### config.mk
export PLATFORM = sky130hd
export DESIGN_NAME = score_keeper
export DESIGN_NICKNAME = d
export VERILOG_FILES = /design/src/rtl/score_keeper.sv
export SDC_FILE = /design/constraint.sdc
export NUM_CORES = 1
export LEC_CHECK = 0
export ABC_CLOCK_PERIOD_IN_PS = 6900
export CAP_MARGIN = 20
export CORE_UTILIZATION = 25
export CTS_BUF_LIST = sky130_fd_sc_hd__clkbuf_2 sky130_fd_sc_hd__clkbuf_4 sky130_fd_sc_hd__clkbuf_8
export DETAILED_ROUTE_END_ITERATION = 10
export SYNTH_ARGS = -nofsm -noshare
export SYNTH_HDL_FRONTEND = slang
export SYNTH_SLANG_ARGS = --single-unit
### constraint.sdc
create_clock -name clk -period 6.9 [get_ports clk]
set_input_delay 2.07 -clock clk [delete_from_list [all_inputs] [get_ports clk]]
set_output_delay 2.07 -clock clk [all_outputs]
set_load 0.01 [all_outputs]
### src/rtl/score_keeper.sv
// score_keeper: fixed-priority award arbiter with a digit-serial BCD adder that
// commits a shadow score atomically. Define HIGH_SCORE_EN to add a high-score register.
module score_keeper #(
  parameter logic [19:0] PELLET_PTS = 20'h00010,
  parameter logic [19:0] POWER_PTS  = 20'h00050,
  parameter logic [19:0] GHOST_PTS  = 20'h00200,
  parameter logic [19:0] FRUIT_PTS  = 20'h00100
) (
  input  logic       clk,
  input  logic       reset,
  input  logic       score_clear,
  input  logic       pellet_req,
  input  logic       power_req,
  input  logic       ghost_req,
  input  logic       fruit_req,
  output logic       pellet_ack,
  output logic       power_ack,
  output logic       ghost_ack,
  output logic       fruit_ack,
  output logic       busy,
  output logic [3:0] digit_zero,
  output logic [3:0] digit_one,
  output logic [3:0] digit_two,
  output logic [3:0] digit_three,
  output logic [3:0] digit_four,
  output logic       extra_life,
  output logic [3:0] hi_digit_zero,
  output logic [3:0] hi_digit_one,
  output logic [3:0] hi_digit_two,
  output logic [3:0] hi_digit_three,
  output logic [3:0] hi_digit_four
);

  typedef enum logic [2:0] {IDLE, ADD0, ADD1, ADD2, ADD3, ADD4, COMMIT} state_t;

  state_t      state, state_next;

  // Packed BCD: [19:16] is ten-thousands, [3:0] is ones, so numeric order
  // matches unsigned vector order.
  logic [19:0] score;
  logic [19:0] shadow;
  logic [19:0] addend;
  logic        carry;
  logic [3:0]  ack_q;        // {ghost, fruit, power, pellet}
  logic        extra_life_q;

  logic        any_req;
  logic [3:0]  grant_vec;
  logic [19:0] grant_pts;
  logic [2:0]  add_idx;
  logic [3:0]  sh_dig;
  logic [3:0]  ad_dig;
  logic [4:0]  dig_sum;
  logic [3:0]  dig_res;
  logic        carry_next;
  logic [19:0] commit_val;

  assign any_req = ghost_req | fruit_req | power_req | pellet_req;

  // NOTE: every always_comb output gets a default first so no path leaves it
  // unassigned; otherwise synthesis infers a latch.
  always_comb begin
    grant_vec = 4'b0000;
    grant_pts = PELLET_PTS;
    if (ghost_req) begin
      grant_vec = 4'b1000;
      grant_pts = GHOST_PTS;
    end else if (fruit_req) begin
      grant_vec = 4'b0100;
      grant_pts = FRUIT_PTS;
    end else if (power_req) begin
      grant_vec = 4'b0010;
      grant_pts = POWER_PTS;
    end else if (pellet_req) begin
      grant_vec = 4'b0001;
      grant_pts = PELLET_PTS;
    end
  end

  always_comb begin
    state_next = state;
    if (score_clear) begin
      state_next = IDLE;
    end else begin
      case (state)
        IDLE:    if (any_req) state_next = ADD0;
        ADD0:    state_next = ADD1;
        ADD1:    state_next = ADD2;
        ADD2:    state_next = ADD3;
        ADD3:    state_next = ADD4;
        ADD4:    state_next = COMMIT;
        COMMIT:  state_next = IDLE;
        default: state_next = IDLE;
      endcase
    end
  end

  // One BCD digit per ADD state, ones digit first.
  always_comb begin
    add_idx = 3'd0;
    case (state)
      ADD1:    add_idx = 3'd1;
      ADD2:    add_idx = 3'd2;
      ADD3:    add_idx = 3'd3;
      ADD4:    add_idx = 3'd4;
      default: add_idx = 3'd0;
    endcase
    sh_dig     = shadow[{add_idx, 2'b00} +: 4];
    ad_dig     = addend[{add_idx, 2'b00} +: 4];
    dig_sum    = {1'b0, sh_dig} + {1'b0, ad_dig} + {4'b0000, carry};
    dig_res    = dig_sum[3:0];
    carry_next = 1'b0;
    if (dig_sum > 5'd9) begin
      dig_res    = dig_sum[3:0] - 4'd10;
      carry_next = 1'b1;
    end
    commit_val = carry ? 20'h99999 : shadow;
  end

  // NOTE: sequential state uses non-blocking assignments so every register
  // samples pre-edge values regardless of statement order.
  always_ff @(posedge clk) begin
    if (reset) state <= IDLE;
    else       state <= state_next;
  end

  always_ff @(posedge clk) begin
    if (reset || score_clear) begin
      score        <= '0;
      shadow       <= '0;
      addend       <= '0;
      carry        <= 1'b0;
      ack_q        <= '0;
      extra_life_q <= 1'b0;
    end else begin
      ack_q        <= '0;
      extra_life_q <= 1'b0;
      case (state)
        IDLE: begin
          if (any_req) begin
            ack_q  <= grant_vec;
            addend <= grant_pts;
            shadow <= score;
            carry  <= 1'b0;
          end
        end
        ADD0, ADD1, ADD2, ADD3, ADD4: begin
          shadow[{add_idx, 2'b00} +: 4] <= dig_res;
          carry                         <= carry_next;
        end
        COMMIT: begin
          score        <= commit_val;
          extra_life_q <= (score[19:16] == 4'd0) && (commit_val[19:16] != 4'd0);
        end
        default: ;
      endcase
    end
  end

  // Outputs are masked while clear is asserted so nothing is signalled in the
  // clearing cycle itself.
  assign ghost_ack  = ack_q[3] & ~score_clear;
  assign fruit_ack  = ack_q[2] & ~score_clear;
  assign power_ack  = ack_q[1] & ~score_clear;
  assign pellet_ack = ack_q[0] & ~score_clear;
  assign extra_life = extra_life_q & ~score_clear;
  assign busy       = (state != IDLE);

  assign digit_zero  = score[19:16];
  assign digit_one   = score[15:12];
  assign digit_two   = score[11:8];
  assign digit_three = score[7:4];
  assign digit_four  = score[3:0];

`ifdef HIGH_SCORE_EN
  logic [19:0] hi_score;

  // Survives score_clear; only reset returns it to zero.
  always_ff @(posedge clk) begin
    if (reset) begin
      hi_score <= '0;
    end else if (!score_clear && state == COMMIT && commit_val > hi_score) begin
      hi_score <= commit_val;
    end
  end

  assign hi_digit_zero  = hi_score[19:16];
  assign hi_digit_one   = hi_score[15:12];
  assign hi_digit_two   = hi_score[11:8];
  assign hi_digit_three = hi_score[7:4];
  assign hi_digit_four  = hi_score[3:0];
`else
  assign hi_digit_zero  = 4'd0;
  assign hi_digit_one   = 4'd0;
  assign hi_digit_two   = 4'd0;
  assign hi_digit_three = 4'd0;
  assign hi_digit_four  = 4'd0;
`endif

endmodule

## Word-level counts from Yosys, hierarchy flattened

Cells that the tools add are included.

- Register bits: 69
- Bits in latches: 0
- Output and inout bits: 46
- Memory bits (read-only): 0
- Memories: 0
- Bits in writable memories: 0

- Equality and inequality tests: 7
- Bitwise logic cells: 12
- Multiply operators: 0
- Div/mod/pow operators: 0
- $lt $le $gt $ge: 1
- Add/sub/neg operators: 4
- Muxes and demuxes: 18
- Reductions and logical operators: 16
- Shift-type cells: 4

Operators by type and width:

| operator | count |
|---|---|
| $mux W20 | 2 |
| $pmux W20 S2 | 1 |
| $shiftx A20 B6 Y4 | 2 |
| $bwmux W20 | 1 |
| $shift A4 B7 Y20 const A | 1 |
| $shiftx A4 B7 Y20 | 1 |
| $pmux W3 S6 | 1 |
| $pmux W3 S4 | 1 |
| $mux W10 | 1 |
| $reduce_or A5 Y1 | 2 |
| $eq A3 B3 Y1 const B | 3 |
| $mux W9 | 1 |
| $mux W4 | 2 |
| $mux W7 | 1 |
| $neg A5 Y7 | 1 |
| $eq A3 B2 Y1 const B | 2 |
| $mux W3 | 2 |
| $reduce_or A6 Y1 | 1 |
| $add A4 B4 Y5 | 1 |
| $add A5 B1 Y5 | 1 |
| $and A1 B1 Y1 | 5 |
| $gt A5 B4 Y1 const B | 1 |
| $logic_not A4 Y1 | 1 |
| $not A1 Y1 | 4 |
| other kinds (17) | 23 |

## Logic depth before layout (Yosys ltp)

Gate-level depths: netlist of the first run.

- Depth in word-level cells: 10
- Gate-level depth with buffers: 15
- Gate-level depth less buffers: 14

## Worst setup path after synthesis of the first run

No wires, ideal clock.

- Kind: in2out
- From: in score_clear
- To: out extra_life
- Path buffers: 0
- Stages: 1
- Data required time: 4.830 ns
- Slack: 2.582 ns
- Arrival: 2.248 ns
- Path through: nor2b_1

- Cells in the longest elaborated chain, start to end: 2

RTL lines:

| item | RTL line | source |
|---|---|---|
| start: declaration | 11 | `input logic score_clear,` |
| $not A1 Y1 | 166 | `assign extra_life = extra_life_q & ~score_clear;` |
| $and A1 B1 Y1 | 166 |  |
| end: declaration | 26 | `output logic extra_life,` |

Every way passes these cells.

## Final worst setup path of the first run

- From: in score_clear
- To: out fruit_ack

- Cells in the longest elaborated chain, start to end: 2

RTL lines:

| item | RTL line | source |
|---|---|---|
| $not A1 Y1 | 163 | `assign fruit_ack = ack_q[2] & ~score_clear;` |
| $and A1 B1 Y1 | 163 |  |
| end: declaration | 19 | `output logic fruit_ack,` |

Every way passes these cells.

==> reports/results.txt, run 1 <==
Outcome: finished clean
Slew headroom: 26.7%
Critical Path Fanout Max: 7
Overall routing resource usage: 13.7%
Number of synthesized flops with an enable pin: 0
HPWL Detailed: 5660 µm
Share of cells above drive strength 1: 7.24%
WHS Path Cells: 2
Port bufs: 32
Syn. warnings: 0
Placed cell count: 509
Pre-CTS setup slack: 1.54 ns
Starting Density: 25.7%
# IOs: 53
CP Data Required Time: 4.83 ns
Pins Over Slew Limit: 0
Vias in the first global route: 2,460
Worst Skew: 0.0135 ns
Gate Count Post-Synth: 354
Fin worst setup slack: 1.57 ns
Peak supply drop: 0.0000780 V
Asr flop ratio synth: 0%
Worst slew pin tran: 1.10 ns
Setup crit end kind: output pin
Leak pwr: 1.20 nW
Max clock buf depth: 2
CP startpoint kind: primary input
DR vias/cell: 5.06
Routed WL: 7960 µm
Crit path DAT: 3.26 ns
Crit path time final: 5.33 ns
Row count: 39
Die area: 0.0121 mm²
RSZ-0062 raised after global routing: no
Die Y: 110 µm
Remaining antenna violation count: 0
Clock tree from TritonCTS: built
Final #Nets: 389
Root buf cell: clkbuf_8
Netlist cell types: 54
First-pass GRT wire length: 12,600 µm
Fmax: 0.188 GHz
Diodes inserted: 0
Initial antenna violation count: 0
Non-filler instance count after layout: 516
GP Congestion: 0.903
Post-Syn Area per Cell: 8.24 µm²
Hold Path Class: reg -> reg
Post-route DRC: 0
Sum of negative setup slack: 0 ns
Clock H-tree levels: 2
Vias post-DR: 2,611
Max-cap viol count: 0
Core footprint: 0.0114 mm²
Die Width: 110 µm
Fill cells: 1,214
Fin area: 0.00335 mm²
Remaining Overflow, GRT: 0
CTS sink cnt: 53
Post-CTS setup buffers: 0
Final setup violation count: 0
Synth-to-layout area growth: 15.0%
Drt first-iter violations: 217
Largest net degree at the start of global routing: 38
Dpl cell area: 0.00326 mm²
Crit Path Class: in -> out
Mean routed wirelength per cell: 15.4 µm
DRT Pass-1 Iters: 5
Pwr per Cell Area: 173 mW/mm²
CTS resizes: 0
Main synth FF type: dfxtp_1
Final Hold Fails: 0
Register bit count reported by yosys: 53
Post-layout util: 29.5%
CTS Hold Bufs: 0
Synthesized cell area: 0.00292 mm²
FF-to-FF path depth: 14
Clk_lat worst skew: 0.31 ns
Sequential element share of the synthesized area: 36.4%
Clock-pin slew on the worst setup and hold paths: 0.08 ns
Period Utilization, post-route: 77.3%
Total CTS buffers: 5
[worst max-delay path, cell delays in order]
cell and delay, ns:
clkdlybuf4s50_1 0.50, nor2b_1 0.15, clkdlybuf4s50_1 0.54
[path summary, 6_finish.rpt]
| check | start | to | slack (ns) |
|---|---|---|---|
| worst max-delay path | score_clear | fruit_ack | 1.57 |
| worst min-delay path | addend[4] | addend[4] | 0.47 |
| worst max register to register | state[2] | shadow[13] | 2.38 |
| worst min register to register | addend[4] | addend[4] | 0.47 |
[synthesized netlist by cell type, types with 5 or more instances]
cell	count	area, µm²
clkbuf_1	12	45.0
o22ai_1	5	31.3
nor2_1	34	128
buf_2	5	25.0
o221ai_1	7	61.3
and3_1	5	31.3
nand3b_1	10	75.1
ha_1	7	87.6
nand2_1	30	113
nor2b_1	10	62.6
a211oi_1	5	37.5
a21oi_1	35	175
buf_4	20	150
o21ai_0	12	60.1
dfxtp_1	53	1060
nand3_1	5	25.0
nand2b_1	6	37.5
inv_1	5	18.8
nor3_1	22	110
[cells in the final DEF (no fill, tap or decap), drive strengths merged, types with 2 or more instances in the layout]
cell / n
a31oi: 2
o221ai: 7
ha: 7
nor4: 4
nand2b: 6
conb: 20
nand3b: 10
a22oi: 3
o21ai: 12
xnor2: 2
o32ai: 5
a21oi: 35
dfxtp: 53
nor3b: 2
o22ai: 5
mux2: 3
nand2: 30
nor2: 35
o21a: 4
nand3: 5
mux2i: 3
and3b: 2
a211oi: 9
clkdlybuf4s50: 32
or2: 5
inv: 6
and3: 5
fa: 2
clkbuf: 6
or4: 3
a21o: 4
a21boi: 2
nor2b: 10
nor3: 22
[power breakdown]
group          internal (mW)  switching, mW  leakage, nW
logic                 0.0281         0.0521        0.723
clock network         0.0796          0.102       0.0433
registers              0.312        0.00838        0.429
total                  0.419          0.163         1.20
[metal layers]
metal | track usage (%) | vias up | part of all wire [%]
li1 | - | 1266 | -
met5 | 0 | - | 0
met4 | 3.81 | 0 | 1.4
met2 | 21.8 | 84 | 45
met3 | 2.82 | 13 | 5.8
met1 | 18.6 | 1248 | 47
[cells by family after synthesis]
logic type,share of synthesized area (%)
simple gates,25.4
compound gates,22.0
flops,36.4
buf+inv,8.71
fa+ha+maj,4.38
mux,2.45
xor+xnor,0.601
other cells,0.129
[sequential cells by signal (all words and copies together) (netlist names)]
| name | cells |
|---|---|
| score | 20 |
| shadow | 20 |
| ack_q | 4 |
| addend | 4 |
| state | 3 |
| carry | 1 |
| extra_life_q | 1 |
[cell type report]
cell class / instances / area (µm²) / area share, %
repair buffers: 33 / 328 / 9.78
clock inverters: 1 / 7.51 / 0.224
inverters: 6 / 22.5 / 0.672
well taps: 143 / 179 / 5.34
flip-flops and latches: 53 / 1060 / 31.6
multi-input cells: 274 / 1670 / 49.9
clock buffers: 6 / 82.6 / 2.46
[through the flow]
stage / hold WS, ns / total power [mW]
finish: 0.468 / 0.582
global route: 0.507 / 0.610
CTS: 0.471 / 0.586
detailed placement: 0.451 / 0.406
global placement: 0.447 / 0.404
floorplan: 0.432 / 0.390
(Power assumes the default switching activity.)
==> run 2: changes to the inputs <==
--- a/config.mk
+++ b/config.mk
@@ -5,7 +5,7 @@
 export SDC_FILE = /design/constraint.sdc
 export NUM_CORES = 1
 export LEC_CHECK = 0
-export ABC_CLOCK_PERIOD_IN_PS = 6900
+export ABC_CLOCK_PERIOD_IN_PS = 4400
 export CAP_MARGIN = 20
 export CORE_UTILIZATION = 25
 export CTS_BUF_LIST = sky130_fd_sc_hd__clkbuf_2 sky130_fd_sc_hd__clkbuf_4 sky130_fd_sc_hd__clkbuf_8
==> constraint.sdc (replaced) <==
create_clock -name clk -period 4.4 [get_ports clk]
set_input_delay 1.32 -clock clk [delete_from_list [all_inputs] [get_ports clk]]
set_output_delay 1.32 -clock clk [all_outputs]
set_load 0.01 [all_outputs]
==> reports/results.txt, run 2 (same netlist as run 1, synthesis figures left out) <==
Port bufs: 32 (unchanged)
Final #Nets: 397 (+2.1%)
Die Width: 110 µm (unchanged)
GP Congestion: 0.891 (-1.3%)
Clock H-tree levels: 2 (unchanged)
First-pass GRT wire length: 13,300 µm (+5.1%)
Remaining Overflow, GRT: 0 (unchanged)
Sum of negative setup slack: 0 ns (unchanged)
Total power: 935 µW (+61%)
Crit path DAT: 4.37 ns (+1.11 ns)
Routed WL: 8270 µm (+3.9%)
HPWL Detailed: 5980 µm (+5.5%)
Final Hold Fails: 0 (unchanged)
Vias post-DR: 2,613 (+0.077%)
Dpl cell area: 0.00332 mm² (+1.8%)
Period Utilization, post-route: 93.7%
Outcome: finished clean
CTS sink cnt: 53 (unchanged)
Worst Skew: 0.00432 ns (-0.00914 ns)
Mean routed wirelength per cell: 15.7 µm (+2.1%)
Share of cells above drive strength 1: 9.42% (+2.2 points)
Total CTS buffers: 5 (unchanged)
Post-route DRC: 0 (unchanged)
DRT Pass-1 Iters: 4 (-1)
Post-CTS setup buffers: 0 (unchanged)
Critical Path Fanout Max: 14 (+7)
Slew headroom: 43.6% (+17 points)
Clock-pin slew on the worst setup and hold paths: 0.10 ns (+0.02 ns)
Row count: 39 (unchanged)
Fmax: 0.243 GHz
Pins Over Slew Limit: 0 (unchanged)
CP Data Required Time: 4.65 ns (-0.18 ns)
Setup crit end kind: flip-flop
CP startpoint kind: flip-flop
Worst slew pin tran: 0.847 ns (-0.249 ns)
Synth-to-layout area growth: 17.2%
Vias in the first global route: 2,508 (+2.0%)
RSZ-0062 raised after global routing: no
Largest net degree at the start of global routing: 37 (-2.6%)
Core footprint: 0.0114 mm² (unchanged)
Remaining antenna violation count: 0 (unchanged)
DR vias/cell: 4.98 (-1.6%)
Peak supply drop: 0.000132 V (+69%)
Fin area: 0.00342 mm² (+2.0%)
Pwr per Cell Area: 273 mW/mm² (+58%)
Crit path time final: 4.12 ns
Drt first-iter violations: 159 (-27%)
Overall routing resource usage: 14.4% (+0.74 points)
Root buf cell: clkbuf_8
Final setup violation count: 0 (unchanged)
Most common cell after layout, fill and taps aside: dfxtp_1
Max clock buf depth: 2 (unchanged)
Diodes inserted: 0 (unchanged)
Leak pwr: 1.24 nW (+4.1%)
Clock tree from TritonCTS: built
CTS Hold Bufs: 0 (unchanged)
Die Y: 110 µm (unchanged)
# IOs: 53 (unchanged)
Hold Path Class: reg -> reg
Crit Path Class: reg -> reg
CTS resizes: 0 (unchanged)
Regs by FF count: score (20), shadow (20)
Most frequent cells in the layout: 53 x dfxtp_1, 35 x a21oi_1, 34 x nor2_1, 32 x clkdlybuf4s50_1, 30 x nand2_1
Max-cap viol count: 0 (unchanged)
Die area: 0.0121 mm² (unchanged)
Initial antenna violation count: 0 (unchanged)
Starting Density: 25.7% (unchanged)
Clk_lat worst skew: 0.32 ns (about the same)
run 2: worst max-delay path: stages, from the launching register on:
cell	delay (ns)
dfxtp_1	0.62
nor2b_1	0.35
nor2_1	0.16
a21o_1	0.22
fa_1	0.43
fa_1	0.42
xnor2_1	0.36
ha_1	0.29
nor2b_1	0.15
a31oi_1	0.06
a21boi_1	0.21
mux2_4	0.21
mux2_4	0.35
a211oi_2	0.21
run 2: cell type report:
| type | count | area, µm² |
|---|---|---|
| fill | 1243 | 7950 |
| multi-input combinational | 274 | 1670 |
| sequential | 53 | 1060 |
| timing repair buffer | 41 | 388 |
| tap | 143 | 179 |
| clock buffer | 6 | 82.6 |
| inverter | 6 | 22.5 |
| clock inverter | 2 | 13.8 |
run 2: power by group:
part           leakage, nW  switching (mW)  internal [mW]  total [mW]
Combinational        0.764          0.0863         0.0482       0.135
Clock               0.0512           0.173          0.128       0.301
Sequential           0.429          0.0106          0.489       0.499
run 2: stage by stage:
step | setup slack (ns) | util (%) | hold slack, ns | cells
global route | 0.0994 | 30.1 | 0.506 | 525
floorplan | 0.473 | - | 0.432 | 373
detailed placement | 0.365 | 29.2 | 0.461 | 517
global placement | 0.584 | 29.2 | 0.450 | 517
finish | 0.277 | 30.1 | 0.474 | 525
CTS | 0.348 | 30.1 | 0.477 | 525
run 2: metal layers:
| layer | GRT usage (%) | routed length [µm] |
|---|---|---|
| met4 | 6.19 | 200 |
| met5 | 0 | 0 |
| met3 | 2.59 | 574 |
| met2 | 22.7 | 3640 |
| met1 | 19.2 | 3850 |
run 2: worst paths after layout:
kind              from         end  slack [ns]  cells after the start
max reg2reg   state[1]  shadow[10]        0.28                     13
min          addend[4]   addend[4]        0.47                      2
min reg2reg  addend[4]   addend[4]        0.47                      2
max           state[1]  shadow[10]        0.28                     13
==> run 3: changes to the inputs <==
--- a/config.mk
+++ b/config.mk
@@ -5,7 +5,7 @@
 export SDC_FILE = /design/constraint.sdc
 export NUM_CORES = 1
 export LEC_CHECK = 0
-export ABC_CLOCK_PERIOD_IN_PS = 4400
+export ABC_CLOCK_PERIOD_IN_PS = 5300
 export CAP_MARGIN = 20
 export CORE_UTILIZATION = 25
 export CTS_BUF_LIST = sky130_fd_sc_hd__clkbuf_2 sky130_fd_sc_hd__clkbuf_4 sky130_fd_sc_hd__clkbuf_8
==> constraint.sdc (replaced) <==
create_clock -name clk -period 5.3 [get_ports clk]
set_input_delay 1.59 -clock clk [delete_from_list [all_inputs] [get_ports clk]]
set_output_delay 1.59 -clock clk [all_outputs]
set_load 0.01 [all_outputs]
==> reports/results.txt, run 3 (same netlist as run 1, synthesis figures left out) <==
Die area: 0.0121 mm² (unchanged)
Crit Path Class: reg -> reg
Switching pwr: 211 µW (-22%)
Crit path DAT: 4.63 ns (+0.26 ns)
Int Power: 552 µW (-17%)
Initial antenna violation count: 0 (unchanged)
Net Sw Frac: 27.6% (-1.3 points)
Worst slew pin tran: 1.08 ns (+0.229 ns)
Max clock buf depth: 2 (unchanged)
GP Congestion: 0.890 (-0.11%)
Overall routing resource usage: 13.8% (-0.56 points)
# IOs: 53 (unchanged)
Final #Nets: 391 (-1.5%)
Most frequent cells in the layout: 53 x dfxtp_1, 35 x a21oi_1, 34 x nor2_1, 32 x clkdlybuf4s50_1, 30 x nand2_1
RSZ-0062 raised after global routing: no
Clock H-tree levels: 2 (unchanged)
Final setup violation count: 0 (unchanged)
Die Y: 110 µm (unchanged)
Diodes inserted: 0 (unchanged)
Fin worst setup slack: 0.845 ns (+0.568 ns)
Remaining Overflow, GRT: 0 (unchanged)
Synth-to-layout area growth: 15.5%
Flop pwr share: 54.2% (+0.8 points)
Sequential Area: 0.00106 mm² (unchanged)
Core footprint: 0.0114 mm² (unchanged)
DRT Pass-1 Iters: 4 (unchanged)
Slew headroom: 28.1% (-16 points)
Vias in the first global route: 2,440 (-2.7%)
Critical Path Fanout Max: 17 (+3)
Most common cell after layout, fill and taps aside: dfxtp_1
Outcome: finished clean
Remaining antenna violation count: 0 (unchanged)
Starting Density: 25.7% (unchanged)
DR vias/cell: 5.04 (+1.3%)
Hold_ws: 0.463 ns (-0.0115 ns)
Pwr per Cell Area: 227 mW/mm² (-17%)
CTS Hold Bufs: 0 (unchanged)
Clock network fraction of design power: 31.6% (-0.6 points)
Clk_lat worst skew: 0.31 ns (about the same)
HPWL Detailed: 5760 µm (-3.7%)
Post-route DRC: 0 (unchanged)
CTS resizes: 0 (unchanged)
Dpl cell area: 0.00328 mm² (-1.4%)
Vias post-DR: 2,611 (-0.077%)
CP Data Required Time: 5.48 ns (+0.83 ns)
Crit path time final: 4.45 ns (+0.332 ns)
Post-CTS setup buffers: 0 (unchanged)
Root buf cell: clkbuf_8
Port bufs: 32 (unchanged)
Worst reg-to-reg setup slack: 0.85 ns (+0.57 ns)
Clock-pin slew on the worst setup and hold paths: 0.10 ns (about the same)
Leak pwr: 1.21 nW (-2.7%)
Fill cells: 1,225 (-1.4%)
Worst Skew: 0.0142 ns (+0.00990 ns)
Placed cell count: 511 (-1.2%)
Pre-CTS setup slack: 0.884 ns (+0.519 ns)
CTS sink cnt: 53 (unchanged)
Largest net degree at the start of global routing: 38 (+2.7%)
Peak supply drop: 0.000105 V (-21%)
Clock tree from TritonCTS: built
Sum of negative setup slack: 0 ns (unchanged)
Share of cells above drive strength 1: 7.73% (-1.7 points)
Fin area: 0.00337 mm² (-1.5%)
Hold Path Class: reg -> reg
CP startpoint kind: flip-flop
Total CTS buffers: 5 (unchanged)
Routed WL: 8010 µm (-3.1%)
Multi-input logic area: 0.00167 mm² (unchanged)
Mean routed wirelength per cell: 15.5 µm (-1.8%)
Comb pwr share: 14.3% (about the same)
Setup crit end kind: flip-flop
Fmax: 0.224 GHz (-7.4%)
First-pass GRT wire length: 12,800 µm (-3.9%)
Drt first-iter violations: 180 (+13%)
Die Width: 110 µm (unchanged)
Final Hold Fails: 0 (unchanged)
Row count: 39 (unchanged)
Pins Over Slew Limit: 0 (unchanged)
Max-cap viol count: 0 (unchanged)
Non-filler instance count after layout: 518 (-1.3%)
Period Utilization, post-route: 84.1% (-9.7 points)
Regs by FF count: score (20), shadow (20)
run 3: worst max-delay path, stage by stage (launching register included):
cell and delay [ns]:
dfxtp_1 0.73, mux2_2 0.41, a221oi_1 0.27, a21oi_1 0.08, a21o_1 0.18, fa_1 0.43, fa_1 0.42, xnor2_1 0.20
ha_1 0.27, nor2b_1 0.14, a31oi_1 0.19, a21boi_1 0.11, mux2_4 0.30, xnor2_1 0.45, a21oi_1 0.13
run 3: area by class of cell:
cell class,instances,area share (%)
multi-input cells,274,49.7
flip-flops and latches,53,31.5
repair buffers,35,10.2
well taps,143,5.31
clock buffers,7,2.67
inverters,6,0.669
run 3: worst paths after layout:
kind / depth (start not counted) / end / startpoint
max: 14 / shadow[13] / state[2]
min: 2 / addend[4] / addend[4]
max reg2reg: 14 / shadow[13] / state[2]
min reg2reg: 2 / addend[4] / addend[4]
run 3: stage by stage:
stage / total power [mW] / utilization (%)
floorplan: 0.508 / -
global placement: 0.528 / 28.8
detailed placement: 0.530 / 28.8
CTS: 0.770 / 29.6
global route: 0.795 / 29.6
finish: 0.763 / 29.6
run 3: power by group through the flow:
| stage | logic, mW | registers [mW] | clock network, mW |
|---|---|---|---|
| 6_report | 0.109 | 0.413 | 0.241 |
| 5_1_grt | 0.122 | 0.414 | 0.259 |
| 3_3_place_gp | 0.105 | 0.422 | 0 |
| 2_1_floorplan | 0.0892 | 0.419 | 0 |
| 3_5_place_dp | 0.107 | 0.422 | 0 |
| 4_1_cts | 0.108 | 0.413 | 0.249 |
run 3: layer usage:
layer	routed length [µm]	GRT usage [%]	vias to the layer above
li1	-	-	1277
met1	3800	18.4	1244
met2	3670	22.1	79
met3	403	2.65	11
met4	142	5.43	0
met5	0	0	-
